**src/rtl/rc4_pkg.sv**
```systemverilog
// ---------------------------------------------------------------------------
// rc4_pkg
//   Shared types and constants for the RC4 phase sequencer.
//   - rc4_seq_state_t : sequencer FSM states (ST_ERR only when
//                       RC4_PHASE_TIMEOUT_EN is defined)
//   - rc4_owner_t     : which phase engine currently owns the S RAM port
//   - PHASE_*         : encoding of the 2-bit phase status output
//   - owner_of()      : owner implied by a given sequencer state
// Optional feature macro: RC4_PHASE_TIMEOUT_EN
// ---------------------------------------------------------------------------
package rc4_pkg;

  localparam logic [1:0] PHASE_IDLE = 2'd0;
  localparam logic [1:0] PHASE_INIT = 2'd1;
  localparam logic [1:0] PHASE_KSA  = 2'd2;
  localparam logic [1:0] PHASE_PRGA = 2'd3;

  typedef enum logic [3:0] {
    ST_IDLE,
    ST_INIT_GO,
    ST_INIT_RUN,
    ST_KSA_GO,
    ST_KSA_RUN,
    ST_PRGA_GO,
    ST_PRGA_RUN,
    ST_DONE
`ifdef RC4_PHASE_TIMEOUT_EN
    , ST_ERR
`endif
  } rc4_seq_state_t;

  typedef enum logic [1:0] {
    OWNER_NONE,
    OWNER_INIT,
    OWNER_KSA,
    OWNER_PRGA
  } rc4_owner_t;

  // Ownership is granted on entry to a GO state and held through RUN;
  // every other state leaves the RAM port undriven (owner none).
  function automatic rc4_owner_t owner_of(input rc4_seq_state_t st);
    rc4_owner_t own;
    own = OWNER_NONE;
    case (st)
      ST_INIT_GO, ST_INIT_RUN: own = OWNER_INIT;
      ST_KSA_GO,  ST_KSA_RUN:  own = OWNER_KSA;
      ST_PRGA_GO, ST_PRGA_RUN: own = OWNER_PRGA;
      default:                 own = OWNER_NONE;
    endcase
    return own;
  endfunction

endpackage

```
**src/rtl/rc4_phase_watchdog.sv**
```systemverilog
// ---------------------------------------------------------------------------
// rc4_phase_watchdog
//   Per-phase cycle counter with expiry compare. Used by the sequencer only
//   when RC4_PHASE_TIMEOUT_EN is defined.
// Ports:
//   i_clk      system clock, rising edge
//   i_reset_n  asynchronous active-low reset
//   i_clear    clear counter (sequencer in a GO state)
//   i_run      count enable (sequencer in a RUN state)
//   o_expired  high in the RUN cycle where the count has reached
//              TIMEOUT_CYC-1; the sequencer moves to ERR on the next edge
// ---------------------------------------------------------------------------
module rc4_phase_watchdog #(
  parameter int TIMEOUT_CYC = 4096
) (
  input  logic i_clk,
  input  logic i_reset_n,
  input  logic i_clear,
  input  logic i_run,
  output logic o_expired
);

  localparam int CNT_W = $clog2(TIMEOUT_CYC) + 1;
  localparam logic [CNT_W-1:0] LIMIT = CNT_W'(TIMEOUT_CYC - 1);

  logic [CNT_W-1:0] r_count;

  // Saturates at LIMIT so a caller that ignores o_expired never wraps.
  always_ff @(posedge i_clk or negedge i_reset_n) begin
    if (!i_reset_n) begin
      r_count <= '0;
    end else if (i_clear) begin
      r_count <= '0;
    end else if (i_run && (r_count != LIMIT)) begin
      r_count <= r_count + 1'b1;
    end
  end

  assign o_expired = i_run && (r_count == LIMIT);

endmodule

```
**src/rtl/rc4_phase_sequencer.sv**
```systemverilog
// ---------------------------------------------------------------------------
// rc4_phase_sequencer
//   Runs the RC4 phases INIT -> KSA -> PRGA in order, issues a one-cycle
//   start pulse to each engine, waits for its finish, and multiplexes the
//   owning engine's address/data/write-enable onto the single S RAM port.
// Optional feature macro: RC4_PHASE_TIMEOUT_EN (per-phase watchdog + ERR).
// Ports:
//   i_clk, i_reset_n                       clock / async active-low reset
//   i_start                                begin a run (IDLE/DONE/ERR only)
//   o_init_start/o_ksa_start/o_prga_start  one-cycle phase start pulses
//   i_init_finish/i_ksa_finish/i_prga_finish  engine finished
//   i_<eng>_addr/_data/_wen                engine RAM requests
//   o_s_addr/o_s_wdata/o_s_wen             S RAM port
//   o_phase                                0 idle/done, 1 init, 2 ksa, 3 prga
//   o_busy/o_done/o_error                  status
// ---------------------------------------------------------------------------
module rc4_phase_sequencer
  import rc4_pkg::*;
#(
  parameter int ADDR_W      = 8,
  parameter int DATA_W      = 8,
  parameter int TIMEOUT_CYC = 4096
) (
  input  logic              i_clk,
  input  logic              i_reset_n,
  input  logic              i_start,
  output logic              o_init_start,
  output logic              o_ksa_start,
  output logic              o_prga_start,
  input  logic              i_init_finish,
  input  logic              i_ksa_finish,
  input  logic              i_prga_finish,
  input  logic [ADDR_W-1:0] i_init_addr,
  input  logic [ADDR_W-1:0] i_ksa_addr,
  input  logic [ADDR_W-1:0] i_prga_addr,
  input  logic [DATA_W-1:0] i_init_data,
  input  logic [DATA_W-1:0] i_ksa_data,
  input  logic [DATA_W-1:0] i_prga_data,
  input  logic              i_init_wen,
  input  logic              i_ksa_wen,
  input  logic              i_prga_wen,
  output logic [ADDR_W-1:0] o_s_addr,
  output logic [DATA_W-1:0] o_s_wdata,
  output logic              o_s_wen,
  output logic [1:0]        o_phase,
  output logic              o_busy,
  output logic              o_done,
  output logic              o_error
);

  rc4_seq_state_t r_state;
  rc4_seq_state_t w_state_next;
  rc4_owner_t     r_owner;
  rc4_owner_t     w_owner_next;
  logic           w_timeout;

`ifdef RC4_PHASE_TIMEOUT_EN
  logic w_wd_clear;
  logic w_wd_run;

  assign w_wd_clear = (r_state == ST_INIT_GO) || (r_state == ST_KSA_GO) ||
                      (r_state == ST_PRGA_GO);
  assign w_wd_run   = (r_state == ST_INIT_RUN) || (r_state == ST_KSA_RUN) ||
                      (r_state == ST_PRGA_RUN);

  rc4_phase_watchdog #(
    .TIMEOUT_CYC (TIMEOUT_CYC)
  ) u_watchdog (
    .i_clk     (i_clk),
    .i_reset_n (i_reset_n),
    .i_clear   (w_wd_clear),
    .i_run     (w_wd_run),
    .o_expired (w_timeout)
  );
`else
  assign w_timeout = 1'b0;
`endif

  // State and owner registers. The async reset clears the owner, so the
  // combinational mux drops s_wen in the same cycle reset is asserted.
  always_ff @(posedge i_clk or negedge i_reset_n) begin
    if (!i_reset_n) begin
      r_state <= ST_IDLE;
      r_owner <= OWNER_NONE;
    end else begin
      r_state <= w_state_next;
      r_owner <= w_owner_next;
    end
  end

  // Next-state logic. Finish inputs are only looked at in the matching RUN
  // state, which masks stale levels during GO and finishes from other engines.
  // Finish is tested before the timeout so it wins a same-cycle tie.
  always_comb begin
    w_state_next = r_state;
    case (r_state)
      ST_IDLE, ST_DONE: begin
        if (i_start) w_state_next = ST_INIT_GO;
      end
      ST_INIT_GO:  w_state_next = ST_INIT_RUN;
      ST_INIT_RUN: begin
        if (i_init_finish) w_state_next = ST_KSA_GO;
`ifdef RC4_PHASE_TIMEOUT_EN
        else if (w_timeout) w_state_next = ST_ERR;
`endif
      end
      ST_KSA_GO:   w_state_next = ST_KSA_RUN;
      ST_KSA_RUN: begin
        if (i_ksa_finish) w_state_next = ST_PRGA_GO;
`ifdef RC4_PHASE_TIMEOUT_EN
        else if (w_timeout) w_state_next = ST_ERR;
`endif
      end
      ST_PRGA_GO:  w_state_next = ST_PRGA_RUN;
      ST_PRGA_RUN: begin
        if (i_prga_finish) w_state_next = ST_DONE;
`ifdef RC4_PHASE_TIMEOUT_EN
        else if (w_timeout) w_state_next = ST_ERR;
`endif
      end
`ifdef RC4_PHASE_TIMEOUT_EN
      ST_ERR: begin
        if (i_start) w_state_next = ST_INIT_GO;
      end
`endif
      default: w_state_next = ST_IDLE;
    endcase
    w_owner_next = owner_of(w_state_next);
  end

  // Moore status outputs decoded from the state register.
  always_comb begin
    o_init_start = 1'b0;
    o_ksa_start  = 1'b0;
    o_prga_start = 1'b0;
    o_phase      = PHASE_IDLE;
    o_busy       = 1'b0;
    o_done       = 1'b0;
    o_error      = 1'b0;
    case (r_state)
      ST_INIT_GO: begin
        o_init_start = 1'b1;
        o_phase      = PHASE_INIT;
        o_busy       = 1'b1;
      end
      ST_INIT_RUN: begin
        o_phase = PHASE_INIT;
        o_busy  = 1'b1;
      end
      ST_KSA_GO: begin
        o_ksa_start = 1'b1;
        o_phase     = PHASE_KSA;
        o_busy      = 1'b1;
      end
      ST_KSA_RUN: begin
        o_phase = PHASE_KSA;
        o_busy  = 1'b1;
      end
      ST_PRGA_GO: begin
        o_prga_start = 1'b1;
        o_phase      = PHASE_PRGA;
        o_busy       = 1'b1;
      end
      ST_PRGA_RUN: begin
        o_phase = PHASE_PRGA;
        o_busy  = 1'b1;
      end
      ST_DONE: o_done = 1'b1;
`ifdef RC4_PHASE_TIMEOUT_EN
      ST_ERR:  o_error = 1'b1;
`endif
      default: ;
    endcase
  end

  // RAM port mux: purely combinational from the owner register, so a
  // non-owner's write enable can never reach the RAM.
  always_comb begin
    o_s_addr  = '0;
    o_s_wdata = '0;
    o_s_wen   = 1'b0;
    case (r_owner)
      OWNER_INIT: begin
        o_s_addr  = i_init_addr;
        o_s_wdata = i_init_data;
        o_s_wen   = i_init_wen;
      end
      OWNER_KSA: begin
        o_s_addr  = i_ksa_addr;
        o_s_wdata = i_ksa_data;
        o_s_wen   = i_ksa_wen;
      end
      OWNER_PRGA: begin
        o_s_addr  = i_prga_addr;
        o_s_wdata = i_prga_data;
        o_s_wen   = i_prga_wen;
      end
      default: ;
    endcase
  end

endmodule

```
**config.mk**
```make
export PLATFORM = sky130hd
export DESIGN_NAME = rc4_phase_sequencer
export DESIGN_NICKNAME = d
export VERILOG_FILES = /design/src/rtl/rc4_pkg.sv /design/src/rtl/rc4_phase_watchdog.sv /design/src/rtl/rc4_phase_sequencer.sv
export SDC_FILE = /design/constraint.sdc
export NUM_CORES = 1
export LEC_CHECK = 0
export ABC_CLOCK_PERIOD_IN_PS = 1200
export BUFFER_PORTS_ARGS = -buffer_cell sky130_fd_sc_hd__buf_2
export CELL_PAD_IN_SITES_DETAIL_PLACEMENT = 2
export CELL_PAD_IN_SITES_GLOBAL_PLACEMENT = 2
export CORE_MARGIN = 2
export CORE_UTILIZATION = 16
export CTS_BUF_LIST = sky130_fd_sc_hd__clkbuf_8
export DETAILED_ROUTE_END_ITERATION = 7
export GPL_TIMING_DRIVEN = 0
export MAX_ROUTING_LAYER = met4
export PLACE_DENSITY = 0.76
export SETUP_SLACK_MARGIN = 0.1
export SYNTH_ARGS = -nofsm -noshare
export SYNTH_HDL_FRONTEND = slang
export SYNTH_SLANG_ARGS = --single-unit
```
**constraint.sdc**
```tcl
create_clock -name i_clk -period 1.2 [get_ports i_clk]
set_input_delay 0.24 -clock i_clk [delete_from_list [all_inputs] [get_ports i_clk]]
set_output_delay 0.24 -clock i_clk [all_outputs]
set_load 0.01 [all_outputs]
```
# [Yosys cells after proc, flatten, opt, wreduce, memory -nomap -nowiden]
# Index checks and enable logic that the tools add are counted.
[op_classes] n_eq_ne=16 muxes=15 reduce_logical=9
[ops] operator="$pmux W8 S3" count=2
[ops] operator="$eq A4 B3 Y1 const B" count=7
[ops] operator="$pmux W4 S7" count=1
[ops] operator="$eq A4 B2 Y1 const B" count=4
[ops] operator="$mux W4" count=4
[ops] operator="$reduce_or A2 Y1" count=7
[ops] operator="$pmux W2 S3" count=2
[ops] operator="$eq A4 B1 Y1 const B" count=2
[ops] operator="$reduce_or A6 Y1" count=1
[ops] operator="$mux W1" count=5
[ops] operator="$eq A2 B2 Y1 const B" count=2
[ops] operator="$logic_not A4 Y1" count=1
[ops] operator="$pmux W1 S3" count=1
[ops] operator="$eq A2 B1 Y1 const B" count=1
[word_totals] regBits=6 input_bits=57 output_inout_bits=25 word_cells=42

# [Logic depth before layout (Yosys ltp)]
# Gate-level depths: netlist of run 1.
[depth] word_depth=6 depth_mapped=5 ltp_nobuf=3

# [Worst setup path after synthesis of run 1]
# No wires, ideal clock.
[synth_timing] kind="register to output" startpoint="reg r_owner[0]" endpoint="out o_s_addr[0]" t_arrival_ps=1122 required_time_ps=960 path_slack_ps=-162 path_stages_with_launch=5 path_buffers=2 cell_sequence="dfrtp_1 -> buf_6 -> buf_12 -> mux2_4 -> a22o_1"
[synth_between] elab_chain_len=2 word_cells_on_any_way=4 cone_classes="3 x eq/ne; 1 x mux"
[synth_rtl] item="start: declaration" line="rc4_phase_sequencer.sv:53" text="rc4_owner_t r_owner;"
[synth_rtl] item="start signal: assignment" line="rc4_phase_sequencer.sv:87" text="r_owner <= w_owner_next;"
[synth_rtl] item="$eq A2 B2 Y1 / $eq A2 B1 Y1 (equally long branches)" line="rc4_phase_sequencer.sv:182" text="case (r_owner)"
[synth_rtl] item="$pmux W8 S3 (*)" line="rc4_phase_sequencer.sv:182"
[synth_rtl] item="end: declaration" line="rc4_phase_sequencer.sv:42" text="output logic [ADDR_W-1:0] o_s_addr,"
# Every way passes the cells marked *; elsewhere a longest branch is shown, timed or not.

# [Worst setup path after layout of run 1]
[layout_timing] startpoint="reg r_owner[0]" endpoint="out o_s_addr[3]"
# Same word-level chain as after synthesis.

==> metrics.log, run 1 <==
INFO  metric syn2layout_area_growth = 100.4%
INFO  metric global_route_total_overflow = 0
INFO  metric placeableCoreArea = 5107 µm²
INFO  metric finalHoldViolations = 0
INFO  metric rows = 26
INFO  metric post_route_cells_drive_above_1_share = 76.32%
INFO  metric placed_cells_incl_taps = 242
INFO  metric max_fo_critical_path = 10
INFO  metric port-buffer-count = 80
INFO  metric arrival = 1.49 ns
INFO  metric grt_start_max_net_pins = 11
INFO  metric start_util = 16.66%
INFO  metric synth_sequential_area_ratio = 17.65%
INFO  metric vert_die_dim = 76.92 µm
INFO  metric cap_viol_max_count = 0
INFO  metric ctsRootBufferMaster = sky130_fd_sc_hd__clkbuf_8
INFO  metric timing.final.setup_violations = 26
INFO  metric dr_pass1_iterations = 4
INFO  metric via_count = 1133
INFO  metric number_of_antenna_violations_at_the_first_check_in_global_routing = 0
INFO  metric critical_path.slowest_cell = sky130_fd_sc_hd__dfrtp_1
INFO  metric power = 0.001345 W
INFO  metric worst_ep_required_time = 0.96 ns
INFO  metric run_status = finished with violations
INFO  metric clock_tree_from_tritoncts = done
INFO  metric place.gp.congestion = 0.7226
INFO  metric synth.avg_cell_area = 9.350 µm²
INFO  metric postRouteWirelength = 3949 µm
INFO  metric clock_tree.buffer_depth = 2
INFO  metric final_max_slew_viol_count = 0
INFO  metric io-pin-count = 82
INFO  metric routed_wire_length_per_instance = 15.19 µm
INFO  metric synth_edf_count = 0
INFO  metric clkTransAtPathRegs = 0.04 ns
INFO  metric synth.ff_latch_count = 6
INFO  metric clock_sink_count = 6
INFO  metric first_global_vias = 1232
INFO  metric design.die.area = 5917 µm²
INFO  metric peakVddDrop = 0.3314 mV
INFO  metric dpl_cell_area = 1375 µm²
INFO  metric insertedDiodeCount = 0
INFO  metric startpoint_type = flip-flop
INFO  metric layout.filler_cells = 619
INFO  metric post-route-min-period = 1.734 ns
INFO  metric final_cells = 260
INFO  metric worst_setup_path_end_kind = output pin
INFO  metric worst_clock_skew = 0.003548 ns
INFO  metric layout.area.seq = 150.1 µm²
INFO  metric hold_path.class = in2reg
INFO  metric critical_path.max_stage_delay = 0.36 ns
INFO  metric grt_use_total = 13.66%
INFO  metric finalWorstSetupSlack = -0.5338 ns
INFO  metric antenna_left = 0
INFO  metric timing.critical_path.cells = buf_6, buf_12, mux2_4, a22o_1, buf_2
INFO  metric number_of_remaining_drc_errors = 0
INFO  metric cts-buffers-inserted = 3
INFO  metric power_density = 788.9 nW/µm²
INFO  metric htree_levels = 1
INFO  metric rsz0062_at_grt = true
INFO  metric place.detailed.hpwl = 2830 µm
INFO  metric multi_input_area = 706.9 µm²
INFO  metric global_route_wire_length_before_repair = 6341 µm
INFO  metric path_class = reg2out
INFO  metric layout_worst_path_cycle_share = 144.5%
INFO  metric final_design_area_no_fill = 1705 µm²
INFO  metric post_synth_instance_area = 850.8 µm²
INFO  metric clk_latency_worst_skew_pair = 0.23 ns
INFO  metric post-place-ws = -0.3107 ns
INFO  metric avgViaCountPerCell = 4.358
INFO  metric final_nets = 249
INFO  metric synth-main-ff-cell = sky130_fd_sc_hd__dfrtp_1
INFO  metric postSynthCellCount = 91
INFO  metric power.leakage = 0.8816 nW
INFO  metric utilization = 33.39%
INFO  metric die_x = 76.92 µm
INFO  metric fmax = 576.8 MHz
INFO  metric yosys_warnings = 0
INFO  metric synthArstFlopShare = 100.0%
INFO  metric violations = negative setup slack
INFO  metric initialDrtViolationCount = 8
INFO  metric synth_cell_types = 26
-- placed cells by master (no fill, tap or decap), types with 2 or more instances in the layout --
cell type,Yosys,layout
sky130_fd_sc_hd__buf_2,3,80
sky130_fd_sc_hd__mux2_2,8,5
sky130_fd_sc_hd__buf_4,2,6
sky130_fd_sc_hd__a21oi_1,6,3
sky130_fd_sc_hd__nor2_2,0,2
sky130_fd_sc_hd__dfrtp_1,6,6
sky130_fd_sc_hd__a22o_1,17,17
sky130_fd_sc_hd__nor2_1,5,3
sky130_fd_sc_hd__nor3_4,0,2
sky130_fd_sc_hd__nand2_1,4,3
sky130_fd_sc_hd__buf_6,4,13
sky130_fd_sc_hd__nand2b_1,3,2
sky130_fd_sc_hd__conb_1,1,2
sky130_fd_sc_hd__mux2_4,10,13
sky130_fd_sc_hd__buf_12,1,4
sky130_fd_sc_hd__o21ai_2,0,2
sky130_fd_sc_hd__a21oi_2,0,3
sky130_fd_sc_hd__clkbuf_8,0,4
sky130_fd_sc_hd__nor3_2,0,4
-- sequential cells by signal, indices dropped and copies added, names as in the netlist --
signal,flops
r_owner,2
r_state,4
-- cells in the mapped netlist (2+ instances only) --
cell,instances,area share [%]
sky130_fd_sc_hd__nand2_1,4,1.8
sky130_fd_sc_hd__mux2_2,8,11
sky130_fd_sc_hd__nor3_1,6,3.5
sky130_fd_sc_hd__mux2_4,10,18
sky130_fd_sc_hd__nor2_1,5,2.2
sky130_fd_sc_hd__a22o_1,17,17
sky130_fd_sc_hd__buf_2,3,1.8
sky130_fd_sc_hd__buf_6,4,5.3
sky130_fd_sc_hd__a21oi_1,6,3.5
sky130_fd_sc_hd__o21ai_0,3,1.8
sky130_fd_sc_hd__nand2b_1,3,2.2
sky130_fd_sc_hd__dfrtp_1,6,18
sky130_fd_sc_hd__buf_4,2,1.8
sky130_fd_sc_hd__clkbuf_1,2,0.88
-- worst max-delay path, delay by kind of cell, from the launching register on --
family                 cells  cell delay [ns]
AOI/OAI and AO/OA          1             0.18
buffers and inverters      3             0.43
DFF                        1             0.36
muxes                      1             0.30
-- worst paths after layout --
check / start / endpoint / slack [ns] / cells after the start
worst max register to register: r_state[2] / r_owner[0] / -0.02 / 5
min in group asynchronous: i_reset_n / r_state[0] / 0.36 / 2
max in group asynchronous: i_reset_n / r_state[2] / 0.68 / 2
worst min register to register: r_state[3] / r_owner[1] / 0.66 / 2
worst max-delay path: r_owner[0] / o_s_addr[3] / -0.53 / 5
worst min-delay path: i_prga_finish / r_owner[1] / 0.35 / 4
-- routing by layer --
layer | part of all wire, % | up-vias | track usage [%]
met1 | 41 | 536 | 15.59
met5 | 0 | - | -
met2 | 51 | 60 | 24.47
li1 | - | 534 | -
met4 | 0.91 | 0 | 3.818
met3 | 6.8 | 3 | 2.353
-- area by class of cell --
| cell class | instances | area share, % |
|---|---|---|
| plain buffers | 12 | 8.364 |
| clock buffers | 3 | 2.421 |
| inverters | 1 | 0.2201 |
| multi-input cells | 73 | 41.45 |
| flip-flops and latches | 6 | 8.804 |
| well taps | 70 | 5.136 |
| repair buffers | 95 | 33.60 |
-- timing repair --
action                                  in CTS  in global routing
endpoints found under the setup margin      28                 29
pin swaps                                   12                  9
resized for setup                           25                 16
gates cloned                                 1                  0
hold endpoints to repair                     6                  0
hold buffers                                 1                  0
setup buffers                               13                  3
-- stage by stage --
stage	hold slack (ns)	setup TNS [ns]
after floorplan	-0.05559	-1.873
after global placement	0.07834	-4.607
after detailed placement	0.08054	-4.873
after CTS	0.3505	-10.16
after global routing	0.3829	-11.49
final	0.3517	-10.00
-- where the power goes --
group          switching [W]  total [W]  internal, W  leakage, nW
sequential        0.00000991   0.000229     0.000219       0.0784
clock               0.000103   0.000320     0.000217       0.0216
combinational       0.000332   0.000796     0.000464        0.782
-- cells by family (layout without fill, tap and decap cells) --
family,Yosys count,count (layout),synth area share (%)
XOR/XNOR,1,1,1.030
other,1,2,0.4408
AO/OA/AOI/OAI,28,28,24.56
multiplexers,19,19,29.41
AND/OR/NAND/NOR,23,23,14.41
buffers and inverters,13,111,12.50
flip-flops,6,6,17.65
Power figures use the tool's default switching activity.
==> inputs of run 2 (changes only) <==
SETUP_SLACK_MARGIN = 0.15   (was 0.1)
SLEW_MARGIN = 20   (was default)
==> metrics.log, run 2 (synthesis results as in run 1) <==
INFO  metric run_status = finished with violations (unchanged)
INFO  metric violations = negative setup slack (unchanged)
INFO  metric layout_common_cells = 81 x sky130_fd_sc_hd__buf_2, 17 x sky130_fd_sc_hd__a22o_1, 15 x sky130_fd_sc_hd__buf_6 (was 80 x sky130_fd_sc_hd__buf_2, 17 x sky130_fd_sc_hd__a22o_1, 13 x sky130_fd_sc_hd__buf_6, 13 x sky130_fd_sc_hd__mux2_4)
INFO  metric top_register_by_number_of_flip_flops = r_state (unchanged)
INFO  metric critical_path.reg2reg.endpoint = r_state[0] (was r_owner[0])
INFO  metric timing.critical_path.cells = buf_6, clkbuf_16, mux2_4, a22o_1, buf_2 (was buf_6, buf_12, mux2_4, a22o_1, buf_2)
INFO  metric place.gp.congestion = 0.6576 (was 0.7226)
INFO  metric port-buffer-count = 80 (unchanged)
INFO  metric cap_viol_max_count = 0 (unchanged)
INFO  metric path_buf_inv = 3 (unchanged)
INFO  metric number_of_remaining_drc_errors = 0 (unchanged)
INFO  metric dpl_cell_area = 1443 µm² (was 1375 µm²)
INFO  metric finalHoldViolations = 0 (unchanged)
INFO  metric rows = 26 (unchanged)
INFO  metric number_of_antenna_violations_at_the_first_check_in_global_routing = 0 (unchanged)
INFO  metric io-pin-count = 82 (unchanged)
INFO  metric insertedDiodeCount = 0 (unchanged)
INFO  metric vert_die_dim = 76.92 µm (unchanged)
INFO  metric die_x = 76.92 µm (unchanged)
INFO  metric peakVddDrop = 0.4539 mV (was 0.3314 mV)
INFO  metric largestRegisters = r_state: 4 flops, r_owner: 2 flops (unchanged)
INFO  metric global_route_total_overflow = 0 (unchanged)
INFO  metric hold_path.class = in2reg (unchanged)
INFO  metric start_util = 16.66% (unchanged)
INFO  metric worst_r2r_startpoint = r_state[0] (was r_state[2])
INFO  metric timing.final.setup_violations = 28 (was 26)
INFO  metric cts-buffers-inserted = 3 (unchanged)
INFO  metric startpoint_type = flip-flop (unchanged)
INFO  metric clk_latency_worst_skew_pair = 0.23 ns (about the same)
INFO  metric place.detailed.hpwl = 2876 µm (was 2830 µm)
INFO  metric critical_path.max_stage_delay = 0.36 ns (about the same)
INFO  metric arrival = 1.50 ns (was 1.49 ns)
INFO  metric worst_ep_required_time = 0.96 ns (about the same)
INFO  metric clock_sink_count = 6 (unchanged)
INFO  metric critical_path.slowest_cell = sky130_fd_sc_hd__dfrtp_1 (unchanged)
INFO  metric layout_worst_path_cycle_share = 144.9% (was 144.5%)
INFO  metric ctsRootBufferMaster = sky130_fd_sc_hd__clkbuf_8 (unchanged)
INFO  metric post_route_cells_drive_above_1_share = 77.55% (was 76.32%)
INFO  metric htree_levels = 1 (unchanged)
INFO  metric worst_clock_skew = 0.0007976 ns (was 0.003548 ns)
INFO  metric placeableCoreArea = 5107 µm² (unchanged)
INFO  metric power_density = 765.0 nW/µm² (was 788.9 nW/µm²)
INFO  metric holdPathStages = 4 (unchanged)
INFO  metric r2r_cells = 7 (was 5)
INFO  metric syn2layout_area_growth = 113.7% (was 100.4%)
INFO  metric placed_cells_incl_taps = 242 (unchanged)
INFO  metric cpLargestDelayFamily = buffers and inverters (unchanged)
INFO  metric reg2reg_slack = -0.14 ns (was -0.02 ns)
INFO  metric path_class = reg2out (unchanged)
INFO  metric final_common_cell = sky130_fd_sc_hd__buf_2 (unchanged)
INFO  metric grt_use_total = 13.18% (was 13.66%)
INFO  metric final_nets = 255 (was 249)
INFO  metric final_max_slew_viol_count = 0 (unchanged)
INFO  metric final_cells = 266 (was 260)
INFO  metric antenna_left = 0 (unchanged)
INFO  metric worstHoldEndpoint = r_owner[0] (was r_owner[1])
INFO  metric worst_setup_path_end_kind = output pin (unchanged)
INFO  metric global_route_wire_length_before_repair = 6134 µm (was 6341 µm)
INFO  metric clkTransAtPathRegs = 0.04 ns (about the same)
INFO  metric final_design_area_no_fill = 1818 µm² (was 1705 µm²)
INFO  metric finalWorstSetupSlack = -0.5392 ns (was -0.5338 ns)
INFO  metric postRouteWirelength = 4041 µm (was 3949 µm)
INFO  metric dr_pass1_iterations = 2 (was 4)
INFO  metric grt_start_max_net_pins = 11 (unchanged)
INFO  metric clock_tree.buffer_depth = 2 (unchanged)
INFO  metric clock_tree_from_tritoncts = done (unchanged)
INFO  metric power.leakage = 0.9223 nW (was 0.8816 nW)
INFO  metric max_reg_flops = 4 (unchanged)
INFO  metric rsz0062_at_grt = true (unchanged)
INFO  metric max_fo_critical_path = 8 (was 10)
INFO  metric routed_wire_length_per_instance = 15.19 µm (about the same)
INFO  metric design.die.area = 5917 µm² (unchanged)
INFO  metric power = 0.001391 W (was 0.001345 W)
INFO  metric hp-start = i_init_finish (was i_prga_finish)
INFO  metric first_global_vias = 1218 (was 1232)
INFO  metric post-route-min-period = 1.739 ns (was 1.734 ns)
INFO  metric fmax = 575.0 MHz (was 576.8 MHz)
INFO  metric initialDrtViolationCount = 11 (was 8)
INFO  metric avgViaCountPerCell = 4.312 (was 4.358)
INFO  metric via_count = 1147 (was 1133)
run 2: cell types whose count changed in the layout (fill, tap and decap cells not counted), sizes merged:
cell	before	now
buf	104	108
clkbuf	5	7
run 2: cell type report:
type	count	area, µm²
Buffer	12	142.6
Sequential cell	6	150.1
Multi-Input combinational cell	73	739.5
Tap cell	70	87.58
Fill cell	590	3289
Timing Repair Buffer	101	653.1
Inverter	1	3.754
Clock buffer	3	41.29
run 2: power breakdown:
part / leakage (nW) / switching (W) / internal [W] / total [W]
combinational: 0.822 / 0.000350 / 0.000499 / 0.000848
sequential: 0.0784 / 0.00000743 / 0.000219 / 0.000226
clock: 0.0216 / 0.0000993 / 0.000217 / 0.000316
run 2: timing repair:
item                                    4_1_cts  5_1_grt
pin swaps                                    13       16
cloned                                        1        2
hold buffers                                  1        0
hold endpoints to repair                      6        0
gates resized for setup                      16       16
endpoints found under the setup margin       27       29
setup buffers                                11        6
run 2: how the worst max path moves through the flow:
stage / startpoint / to / depth (start not counted)
final: r_owner[0] / o_s_addr[5] / 5
after global routing: r_owner[0] / o_s_addr[5] / 5
after CTS: r_owner[0] / o_s_wdata[5] / 5
after detailed placement: r_owner[0] / o_s_wdata[5] / 5
after global placement: r_owner[1] / o_s_addr[0] / 4
after floorplan: r_owner[0] / o_s_addr[0] / 4
run 2: worst reg2reg max path, cell delays in order (launching register included):
cell	delay [ns]
sky130_fd_sc_hd__dfrtp_1	0.39
sky130_fd_sc_hd__buf_6	0.15
sky130_fd_sc_hd__buf_6	0.12
sky130_fd_sc_hd__buf_6	0.11
sky130_fd_sc_hd__buf_6	0.11
sky130_fd_sc_hd__o21a_1	0.16
sky130_fd_sc_hd__o21ai_1	0.11
sky130_fd_sc_hd__a21oi_1	0.08
run 2: routing by layer:
layer	up-vias	share of wire [%]	track usage (%)
met5	-	0	-
met4	0	0.35	2.182
met3	2	9.5	4.824
met2	61	53	25.61
met1	542	37	12.46
li1	542	-	-
run 2: through the flow:
stage               worst slack, ns  hold slack, ns  setup TNS, ns  util (%)
floorplan                   -0.1622        -0.05559         -1.873         -
global placement            -0.3311         0.08068         -4.298     28.25
detailed placement          -0.3215         0.08286         -4.434     28.25
CTS                         -0.5374          0.3450         -10.00     32.21
global route                -0.5765          0.3786         -11.88     35.60
finish                      -0.5392          0.3701         -10.48     35.60
==> inputs of run 3 (changes only) <==
ABC_AREA = 1   (was default)
CORE_UTILIZATION = 12   (was 16)
PLACE_DENSITY = 0.75   (was 0.76)
==> metrics.log, run 3 <==
INFO  metric run_status = finished with violations (unchanged)
INFO  metric violations = negative setup slack (unchanged)
INFO  metric routed_wire_length_per_instance = 15.05 µm (was 15.19 µm)
INFO  metric power = 0.002886 W (was 0.001391 W)
INFO  metric netlist.top_cell.by_area = sky130_fd_sc_hd__nand3_1 (was sky130_fd_sc_hd__dfrtp_1)
INFO  metric dr_pass1_iterations = 4 (was 2)
INFO  metric startpoint_type = flip-flop (unchanged)
INFO  metric ctsRootBufferMaster = sky130_fd_sc_hd__clkbuf_8 (unchanged)
INFO  metric final_max_slew_viol_count = 0 (unchanged)
INFO  metric port-buffer-count = 80 (unchanged)
INFO  metric finalHoldWorstSlack = 0.3539 ns (was 0.3701 ns)
INFO  metric via_count = 1351 (was 1147)
INFO  metric placeableCoreArea = 5886 µm² (was 5107 µm²)
INFO  metric post-route-min-period = 1.576 ns (was 1.739 ns)
INFO  metric power_density = 1462 nW/µm² (was 765.0 nW/µm²)
INFO  metric initialDrtViolationCount = 18 (was 11)
INFO  metric htree_levels = 1 (unchanged)
INFO  metric final_common_cell = sky130_fd_sc_hd__buf_2 (unchanged)
INFO  metric fmax = 634.7 MHz (was 575.0 MHz)
INFO  metric post_synth_instance_area = 723.2 µm² (was 850.8 µm²)
INFO  metric worst_ep_required_time = 0.96 ns (about the same)
INFO  metric clkTransAtPathRegs = 0.04 ns (about the same)
INFO  metric rows = 28 (was 26)
INFO  metric synth_cell_types = 20 (was 26)
INFO  metric finalWorstSetupSlack = -0.3755 ns (was -0.5392 ns)
INFO  metric arrival = 1.34 ns (was 1.50 ns)
INFO  metric path_class = reg2out (unchanged)
INFO  metric cap_viol_max_count = 0 (unchanged)
INFO  metric number_of_antenna_violations_at_the_first_check_in_global_routing = 0 (unchanged)
INFO  metric number_of_remaining_drc_errors = 0 (unchanged)
INFO  metric first_global_vias = 1401 (was 1218)
INFO  metric clk_latency_worst_skew_pair = 0.22 ns (was 0.23 ns)
INFO  metric final_nets = 302 (was 255)
INFO  metric synth.ff_latch_count = 6 (unchanged)
INFO  metric holdPathStages = 3 (was 4)
INFO  metric layout_common_cells = 66 x sky130_fd_sc_hd__buf_2, 27 x sky130_fd_sc_hd__buf_6, 24 x sky130_fd_sc_hd__nand2_2 (was 81 x sky130_fd_sc_hd__buf_2, 17 x sky130_fd_sc_hd__a22o_1, 15 x sky130_fd_sc_hd__buf_6)
INFO  metric insertedDiodeCount = 0 (unchanged)
INFO  metric clock_sink_count = 6 (unchanged)
INFO  metric grt_start_max_net_pins = 11 (unchanged)
INFO  metric grt_use_total = 13.28% (was 13.18%)
INFO  metric post_synth_most_frequent_cells = 49 x sky130_fd_sc_hd__nand2_1, 39 x sky130_fd_sc_hd__nand3_1, 12 x sky130_fd_sc_hd__inv_1 (was 17 x sky130_fd_sc_hd__a22o_1, 10 x sky130_fd_sc_hd__mux2_4, 8 x sky130_fd_sc_hd__mux2_2)
INFO  metric design.die.area = 6663 µm² (was 5917 µm²)
INFO  metric max_reg_flops = 4 (unchanged)
INFO  metric place.detailed.hpwl = 3010 µm (was 2876 µm)
INFO  metric avgViaCountPerCell = 4.248 (was 4.312)
INFO  metric place.gp.congestion = 0.7588 (was 0.6576)
INFO  metric yosys.area.top_type_share = 26.99% (was 17.65%)
INFO  metric timing.final.setup_violations = 26 (was 28)
INFO  metric synth_sequential_area_ratio = 20.76% (was 17.65%)
INFO  metric yosysMostFrequentCell = sky130_fd_sc_hd__nand2_1 (was sky130_fd_sc_hd__a22o_1)
INFO  metric synth_edf_count = 0 (unchanged)
INFO  metric r2r_cells = 10 (was 7)
INFO  metric worst_setup_path_end_kind = output pin (unchanged)
INFO  metric clock_tree_from_tritoncts = done (unchanged)
INFO  metric global_route_wire_length_before_repair = 6658 µm (was 6134 µm)
INFO  metric start_util = 12.29% (was 16.66%)
INFO  metric peakVddDrop = 0.9558 mV (was 0.4539 mV)
INFO  metric io-pin-count = 82 (unchanged)
INFO  metric postSynthCellCount = 131 (was 91)
INFO  metric cts-buffers-inserted = 3 (unchanged)
INFO  metric layout_worst_path_cycle_share = 131.3% (was 144.9%)
INFO  metric rsz0062_at_grt = true (unchanged)
INFO  metric global_route_total_overflow = 0 (unchanged)
INFO  metric postRouteWirelength = 4786 µm (was 4041 µm)
INFO  metric synth-main-ff-cell = sky130_fd_sc_hd__dfrtp_1 (unchanged)
INFO  metric max_fo_critical_path = 5 (was 8)
INFO  metric finalHoldViolations = 0 (unchanged)
INFO  metric power.leakage = 1.167 nW (was 0.9223 nW)
INFO  metric post-place-ws = -0.4024 ns (was -0.3215 ns)
INFO  metric synth.top_cells.by_area = sky130_fd_sc_hd__nand3_1 27%, sky130_fd_sc_hd__nand2_1 25%, sky130_fd_sc_hd__dfrtp_1 21% (was sky130_fd_sc_hd__dfrtp_1 18%, sky130_fd_sc_hd__mux2_4 18%, sky130_fd_sc_hd__a22o_1 18%)
INFO  metric yosys_warnings = 0 (unchanged)
INFO  metric worst_clock_skew = 0.001983 ns (was 0.0007976 ns)
INFO  metric syn2layout_area_growth = 173.0% (was 113.7%)
INFO  metric post_route_cells_drive_above_1_share = 79.01% (was 77.55%)
INFO  metric synthArstFlopShare = 100.0% (unchanged)
INFO  metric vert_die_dim = 81.63 µm (was 76.92 µm)
INFO  metric top_register_by_number_of_flip_flops = r_state (unchanged)
INFO  metric largestRegisters = r_state: 4 flops, r_owner: 2 flops (unchanged)
INFO  metric hold_path.class = in2reg (unchanged)
INFO  metric antenna_left = 0 (unchanged)
INFO  metric synth.avg_cell_area = 5.521 µm² (was 9.350 µm²)
INFO  metric clock_tree.buffer_depth = 2 (unchanged)
INFO  metric die_x = 81.63 µm (was 76.92 µm)
[run 3: changes by cell type after synthesis, sizes merged, moves of 4 or more]
cell / before / now
nand2: 4 / 52
nand3: 0 / 40
mux2: 18 / 0
a22o: 17 / 0
inv: 1 / 14
a21oi: 6 / 0
nor3: 6 / 1
buf: 10 / 6
[run 3: area by class of cell]
class / instances / area, µm²
repair buffers: 108 / 770.7
clock buffers: 3 / 41.29
well taps: 75 / 93.84
inverters: 14 / 67.56
flip-flops and latches: 6 / 155.1
fillers: 699 / 3911
plain buffers: 7 / 73.82
multi-input cells: 105 / 772.0
[run 3: logic make-up after synthesis]
logic type,after synthesis,synth area share [%]
buffers and inverters,21,12.97
AND/OR/NAND/NOR,102,65.05
flip-flops,6,20.76
other,1,0.5185
AO/OA/AOI/OAI,1,0.6914
[run 3: worst max-delay path: stages (launching register included)]
cell and delay, ns:
sky130_fd_sc_hd__dfrtp_1 0.37, sky130_fd_sc_hd__buf_6 0.13, sky130_fd_sc_hd__inv_6 0.06, sky130_fd_sc_hd__nand2_4 0.06, sky130_fd_sc_hd__inv_8 0.07, sky130_fd_sc_hd__buf_6 0.09
sky130_fd_sc_hd__buf_12 0.12, sky130_fd_sc_hd__nand2_4 0.04, sky130_fd_sc_hd__nand3_2 0.07, sky130_fd_sc_hd__buf_6 0.10
[run 3: final timing paths]
check / startpoint / to / slack [ns]
min reg2reg: r_state[0] / r_owner[1] / 0.74
min in group asynchronous: i_reset_n / r_state[2] / 0.37
min: i_init_finish / r_owner[1] / 0.35
max: r_owner[1] / o_s_addr[5] / -0.38
max reg2reg: r_state[3] / r_owner[1] / -0.21
max in group asynchronous: i_reset_n / r_state[3] / 0.66
[run 3: power by group]
part	leakage (nW)	switching, W	internal, W	total, W
registers	0.0725	0.0000612	0.000250	0.000311
clock network	0.0216	0.0000931	0.000216	0.000309
logic	1.07	0.00110	0.00117	0.00227
total	1.17	0.00125	0.00163	0.00289
[run 3: metrics by stage]
stage / cell area [µm²] / setup TNS (ns) / cells / util, %
6_report: 1974 / -7.858 / 318 / 33.55
5_1_grt: 1974 / -9.446 / 318 / 33.55
4_1_cts: 1817 / -7.925 / 312 / 30.87
3_5_place_dp: 1385 / -4.954 / 287 / 23.53
3_3_place_gp: 1385 / -4.474 / 287 / 23.53
2_1_floorplan: 890.9 / 0 / 132 / -
[run 3: what timing repair did]
| action | CTS | global route |
|---|---|---|
| pin swaps | 12 | 13 |
| endpoints found under the hold margin | 6 | 0 |
| setup buffers | 20 | 5 |
| gates cloned | 1 | 1 |
| hold buffers | 1 | 0 |
| gates resized for setup | 49 | 34 |
| setup endpoints to repair | 28 | 29 |
[run 3: per-layer routing]
layer	share of wire (%)	global-route usage, %	vias to the layer above
met5	0	-	-
met2	59	27.30	48
li1	-	-	649
met3	6.1	2.088	6
met4	0.86	3.000	0
met1	34	12.78	648
